<file path="src/rtl/reg_timeout_guard_pkg.sv">
`default_nettype none
// ============================================================================
// Module      : reg_timeout_guard_pkg
// Description : Register-bus request/response types used by the timeout guard.
// Revision    : 1.0 - initial release
// ============================================================================
package reg_timeout_guard_pkg;

  typedef struct packed {
    logic [31:0] addr;
    logic        write;
    logic [31:0] wdata;
    logic [3:0]  wstrb;
    logic        valid;
  } reg_req_t;

  typedef struct packed {
    logic [31:0] rdata;
    logic        error;
    logic        ready;
  } reg_rsp_t;

endpackage
`default_nettype wire

</file>
<file path="src/rtl/reg_timeout_guard.sv">
`default_nettype none
// ============================================================================
// Module      : reg_timeout_guard
// Description : Zero-latency register-bus pass-through that error-terminates
//               stalled requests and isolates the slave until cleared.
// Revision    : 1.0 - initial release
// ============================================================================
module reg_timeout_guard
  import reg_timeout_guard_pkg::*;
#(
  parameter int unsigned TimeoutCycles = 32,
  parameter logic [31:0] ErrData       = 32'hBADC_AB1E,
  parameter type         req_t         = reg_req_t,
  parameter type         rsp_t         = reg_rsp_t
) (
  input  logic       clk_i,
  input  logic       rst_ni,
  input  req_t       reg_req_i,
  output rsp_t       reg_rsp_o,
  output req_t       reg_req_o,
  input  rsp_t       reg_rsp_i,
  input  logic       clear_i,
  output logic       timeout_o,
  output logic       isolated_o,
  output logic [7:0] timeout_cnt_o
);

  localparam int unsigned     CntW      = (TimeoutCycles == 0) ? 1 : $clog2(TimeoutCycles + 1);
  localparam bit              c_enabled = (TimeoutCycles != 0);
  localparam logic [CntW-1:0] c_limit   = c_enabled ? CntW'(TimeoutCycles - 1) : '0;

  typedef enum logic [1:0] {
    ST_ACTIVE  = 2'd0,
    ST_TIMEOUT = 2'd1,
    ST_ISOLATE = 2'd2
  } state_e;

  state_e          r_state, w_state_next;
  logic [CntW-1:0] r_wait_cnt;
  logic [7:0]      r_timeout_cnt;
  logic            w_stalled;

  assign w_stalled = reg_req_i.valid && !reg_rsp_i.ready;

  always_ff @(posedge clk_i or negedge rst_ni) begin
    if (!rst_ni) begin
      r_state       <= ST_ACTIVE;
      r_wait_cnt    <= '0;
      r_timeout_cnt <= '0;
    end else begin
      r_state <= w_state_next;
      if (c_enabled && r_state == ST_ACTIVE && w_stalled) begin
        r_wait_cnt <= r_wait_cnt + CntW'(1);
      end else begin
        r_wait_cnt <= '0;
      end
      if (r_state == ST_TIMEOUT && r_timeout_cnt != 8'hFF) begin
        r_timeout_cnt <= r_timeout_cnt + 8'd1;
      end
    end
  end

  always_comb begin
    w_state_next = r_state;
    reg_req_o    = reg_req_i;
    reg_rsp_o    = reg_rsp_i;
    timeout_o    = 1'b0;
    isolated_o   = 1'b0;
    case (r_state)
      ST_ACTIVE: begin
        if (c_enabled && w_stalled && r_wait_cnt == c_limit) begin
          w_state_next = ST_TIMEOUT;
        end
      end
      ST_TIMEOUT: begin
        reg_req_o.valid = 1'b0;
        reg_rsp_o       = '0;
        reg_rsp_o.rdata = ErrData;
        reg_rsp_o.error = 1'b1;
        reg_rsp_o.ready = 1'b1;
        timeout_o       = 1'b1;
        w_state_next    = ST_ISOLATE;
      end
      ST_ISOLATE: begin
        // The slave is cut off; upstream requests are answered locally.
        reg_req_o.valid = 1'b0;
        reg_rsp_o       = '0;
        isolated_o      = 1'b1;
        if (reg_req_i.valid) begin
          reg_rsp_o.rdata = ErrData;
          reg_rsp_o.error = 1'b1;
          reg_rsp_o.ready = 1'b1;
        end
        if (clear_i) begin
          w_state_next = ST_ACTIVE;
        end
      end
      default: begin
        w_state_next = ST_ACTIVE;
      end
    endcase
  end

  assign timeout_cnt_o = r_timeout_cnt;

endmodule
`default_nettype wire

</file>
<file path="config.mk">
export PLATFORM = sky130hd
export DESIGN_NAME = reg_timeout_guard
export DESIGN_NICKNAME = d
export VERILOG_FILES = /design/src/rtl/reg_timeout_guard_pkg.sv /design/src/rtl/reg_timeout_guard.sv
export SDC_FILE = /design/constraint.sdc
export NUM_CORES = 1
export LEC_CHECK = 0
export ABC_AREA = 0
export CAP_MARGIN = 20
export CORE_AREA = 2 2 85 87
export CTS_CLUSTER_SIZE = 40
export DETAILED_ROUTE_END_ITERATION = 12
export DIE_AREA = 0 0 87 89
export DONT_BUFFER_PORTS = 1
export PLACE_DENSITY = 0.36
export SYNTH_ARGS = -nofsm -noshare
export SYNTH_HDL_FRONTEND = slang
export SYNTH_SLANG_ARGS = --single-unit
</file>
<file path="constraint.sdc">
create_clock -name clk_i -period 1.8 [get_ports clk_i]
set_clock_uncertainty 0.15 [all_clocks]
set_input_delay 0.18 -clock clk_i [delete_from_list [all_inputs] [get_ports clk_i]]
set_output_delay 0.18 -clock clk_i [all_outputs]
set_load 0.02 [all_outputs]
</file>
Word level (Yosys, flattened, before mapping):

Cells that the tools add are included.

* flip-flop bits (word level): 16
* input port bits: 107
* output and inout bits: 114
* logic and storage cells: 28

* add/sub/neg operators: 2
* muxes and demuxes: 9
* eq/ne operators: 6
* reductions and logical operators: 8

Operators with widths (count)
* one-hot mux 34 bit (2 select lines): 1
* 2-to-1 mux 34 bit: 1
* adder 8 x 1 -> 8 bit (second input constant): 1
* != test 8 bit (second input constant): 1
* adder 6 x 1 -> 6 bit (second input constant): 1
* == test 6 x 5 -> 1 bit (second input constant): 1
* 2-to-1 mux 6 bit: 1
* one-hot mux 2 bit (3 select lines): 1
* logical AND 1 bit: 4
* 2-to-1 mux 2 bit: 2
* 2-to-1 mux 1 bit: 3
* == test 2 x 1 -> 1 bit (second input constant): 1
* == test 2 bit (second input constant): 1
* logical NOT 2 bit: 1
* != test 2 x 1 -> 1 bit (second input constant): 1
* != test 2 bit (second input constant): 1
* AND reduction 2 bit: 1
* OR reduction 2 bit: 1
* logical NOT 1 bit: 1

Longest topological paths before layout:

Gate-level depths: netlist (run 1).

* depth in word-level cells: 5
* mapped depth: 6
* depth with buffers taken out: 6

Worst setup path before layout (run 1):

Ideal clock, no wire load.

* path type: reg-to-output
* start point: reg r_state[0]
* end point: out reg_rsp_o[0] (netlist name)
* buffers on the path: 1
* arrival time: 1517 ps
* cell stages (with the launch flop): 5
* data required time: 1470 ps
* path slack: -47 ps
* path through: dfrtp_1 -> inv_1 -> ha_1 -> clkbuf_1 -> o21ai_0

RTL lines
* start, declared: RTL line reg_timeout_guard.sv:38 `state_e r_state, w_state_next;`
* start signal, assigned: RTL line reg_timeout_guard.sv:51 `r_state <= w_state_next;`
* end, declared: RTL line reg_timeout_guard.sv:19 `output rsp_t reg_rsp_o,`

==> Flow_metrics.wiki, run 1 <==
{| class="wikitable"
! Metric !! Value
|-
| Fin crit period || 1.91 ns
|-
| Warnings from Yosys || 0
|-
| Number of hold-slack violations in the final timing report || 0
|-
| Worst setup slack after placement || 0.0975 ns
|-
| Overall routing resource usage || 7.97%
|-
| Number of nets at the end of the flow || 301
|-
| Number of buffers created by CTS || 3
|-
| FF+latch count, synth || 16
|-
| Routability congestion estimate from global placement || 0.698
|-
| Routed via count || 1129
|-
| Clock tree from TritonCTS || built
|-
| Cell Pwr Density || 437 mW/mm^2
|-
| Routed wire per std cell || 14.7 um
|-
| Unrepaired setup endpoints after global routing || yes
|-
| Worst path arrival time || 1.58 ns
|-
| Total length of routed wires || 3920 um
|-
| Count of non-filler cells in the finished layout || 266
|-
| Highest clock rate || 0.524 GHz
|-
| Initial Utilization || 24.0%
|-
| Clock root buffer || clkbuf_8
|-
| Endpoints failing setup || 35
|-
| Worst-path maximum fanout || 5
|-
| Pin count of the biggest net entering global routing || 29
|-
| Pins over their slew limit || 0
|-
| Width of the die || 87 um
|-
| Mean instance size in the synthesized netlist || 7.99 um^2
|-
| Clk buf depth || 2
|-
| Cell type with the largest total area after synthesis || buf_4
|-
| Worst endpoint required time || 1.47 ns
|-
| Die height || 89 um
|-
| Final sum of negative setup slack || -2.36 ns
|-
| Actual transition at the worst max-transition pin || 0.769 ns
|-
| Status || finished with violations
|-
| Antenna Cells || 0
|-
| Clock-pin slew of the registers on the worst-case setup and hold paths || 0.06 ns
|-
| Number of cells after detailed placement || 255
|-
| Sum of net half-perimeters after detailed placement || 2910 um
|-
| Total number of placement rows || 30
|-
| Kind of end point of the critical path || primary output
|-
| Worst hold-check path type || in -> reg
|-
| First-pass iteration count of the detailed router || 4
|-
| Leakage power of the design || 0.957 nW
|-
| Boundary Pins || 221
|-
| Post-synth top area share || 32.1%
|-
| Number of cells produced by synthesis || 202
|-
| Synth area leaders || buf_4, dfrtp_1, o21ai_0, inv_1, nor2b_1
|-
| Area after DPL || 0.00156 mm^2
|-
| Utilization of the core after routing || 27.9%
|-
| Number of global-route vias before repair || 987
|-
| Combined area of all synthesized cells || 0.00161 mm^2
|-
| Count of flip-flops with a built-in enable after synthesis || 0
|-
| Top flip-flop cell by instance count after synthesis || dfrtp_1
|-
| Core area || 0.00672 mm^2
|-
| Worst hold slack || 0.0581 ns
|-
| Least setup slack across all paths after layout || -0.108 ns
|-
| DRC viols || 0
|-
| Initial DRC Count || 70
|-
| Share of synthesized area occupied by flip-flops and latches || 24.8%
|-
| Distinct cell type count of the synthesized netlist || 31
|-
| Number of vias per cell after detailed routing || 4.24
|-
| Signed area change from the synthesized netlist to the final layout || 16.1%
|-
| Nets in the synthesized netlist || 315
|-
| Total non-filler cell area in the finished layout || 0.00187 mm^2
|-
| Final worst-path cycle share || 106%
|-
| Global route overflow || 0
|-
| Number of antenna violations at the first check in global routing || 0
|-
| Total clock sinks || 16
|-
| Deepest level of the CTS H-tree || 1
|-
| Max-Slew Margin vs Limit || 48.6%
|-
| Fraction of layout cells with a size suffix above 1 || 46.8%
|-
| Share of synthesized registers carrying an async set or reset || 100%
|-
| CP startpoint kind || register
|-
| Area of the die || 0.00774 mm^2
|-
| Setup Crit Path Kind || reg -> out
|-
| Violated checks || negative setup slack
|-
| Antenna Violating Nets Remaining || 0
|-
| Port bufs || 0
|-
| Final total power || 819 uW
|-
| Maximum ir drop on the vdd rail || 0.000188 V
|-
| First-pass GRT wire length || 4870 um
|-
| Clock Latency Late Sink || 0.24 ns
|-
| Max-capacitance violation count || 0
|}
final cells by class:
cell class / instances / area (um^2)
Fill cell: 697 / 4840
Multi-Input combinational cell: 87 / 699
Timing Repair Buffer: 55 / 539
Sequential cell: 16 / 400
Tap cell: 80 / 100
Inverter: 25 / 93.8
Clock buffer: 3 / 41.3
routing by layer:
layer,GRT usage [%],wire length (um),vias up
met4,5.97,109,0
met1,9.40,1530,522
met2,12.8,1980,47
met3,1.66,298,20
li1,-,-,540
met5,0,0,-
final timing paths:
check / from / endpoint / slack, ns / cells after the start
worst max-delay path: r_state[1]$_DFFE_PN0P_ / reg_rsp_o[17] / -0.11 / 7
worst min-delay path: reg_req_i[0] / r_wait_cnt[1]$_DFF_PN0_ / 0.06 / 2
worst max register to register: r_state[0]$_DFFE_PN0P_ / r_state[0]$_DFFE_PN0P_ / 0.07 / 7
worst min register to register: r_wait_cnt[0]$_DFF_PN0_ / r_wait_cnt[0]$_DFF_PN0_ / 0.32 / 1
max in group asynchronous: rst_ni / timeout_cnt_o[5]$_DFFE_PN0P_ / 0.72 / 1
min in group asynchronous: rst_ni / r_state[0]$_DFFE_PN0P_ / 0.30 / 1
cell usage after synthesis, types with 2 or more instances:
cell type	count
buf_4	69
clkbuf_1	5
mux2_2	3
ha_1	6
inv_1	25
o21ai_0	22
nor2_1	7
nand3_1	5
nand2_1	5
a21oi_1	3
nor2b_1	14
xnor2_1	3
dfrtp_1	16
xor2_1	2
kinds of logic (layout without fill, tap and decap cells):
kind of cell | count (synthesis) | in the layout | synth area share (%)
buf+inv | 99 | 83 | 39.1
simple gates | 39 | 39 | 14.0
fa+ha+maj | 6 | 6 | 4.65
mux | 6 | 6 | 4.34
xor+xnor | 5 | 5 | 2.71
flops | 16 | 16 | 24.8
compound gates | 31 | 31 | 10.4
placed cells by master, fill, tap and decap left out, types with 2 or more instances in the layout:
cell type	instances
buf_12	2
mux2_2	3
ha_4	3
nor2b_1	14
inv_1	23
nand2_1	4
xor2_1	2
clkbuf_8	3
buf_6	17
o21ai_2	16
o21ai_1	5
nand3_1	5
inv_2	2
a21oi_1	3
clkbuf_16	2
buf_4	33
nor2_1	7
xnor2_1	3
ha_1	3
dfrtp_1	16
repair_timing:
action                                 in CTS  in global routing
hold buffers                                1                  0
gates resized for setup                     4                 59
pin swaps                                   0                  4
setup endpoints to repair                  35                 37
buffers inserted                            0                  4
endpoints found under the hold margin      16                  0
cloned                                      0                  3
sequential cells by signal, summed over array words and instances, names as in the netlist:
| register | count |
|---|---|
| timeout_cnt_o | 8 |
| r_wait_cnt | 6 |
| r_state | 2 |
where the power goes:
part | internal, mW | switching, mW | leakage (nW) | total, mW
sequential | 0.362 | 0.00152 | 0.223 | 0.363
combinational | 0.0875 | 0.103 | 0.713 | 0.190
clock | 0.148 | 0.118 | 0.0216 | 0.266
worst max-delay path: stages, from the launching register on:
cell	delay, ns
dfrtp_1	0.40
buf_4	0.15
ha_4	0.15
a21o_1	0.17
nand2_4	0.11
clkbuf_16	0.16
o21ai_2	0.05
buf_6	0.13
No activity file was read; power rests on OpenSTA's default activity.
==> run 2: changes to the inputs <==
--- a/config.mk
+++ b/config.mk
@@ -12,7 +12,9 @@
 export DETAILED_ROUTE_END_ITERATION = 12
 export DIE_AREA = 0 0 87 89
 export DONT_BUFFER_PORTS = 1
+export GPL_ROUTABILITY_DRIVEN = 1
 export PLACE_DENSITY = 0.36
+export SLEW_MARGIN = 20
 export SYNTH_ARGS = -nofsm -noshare
 export SYNTH_HDL_FRONTEND = slang
 export SYNTH_SLANG_ARGS = --single-unit
==> results of run 2 <==
Same layout as run 1: the final DEF is identical, and so are final timing and power.
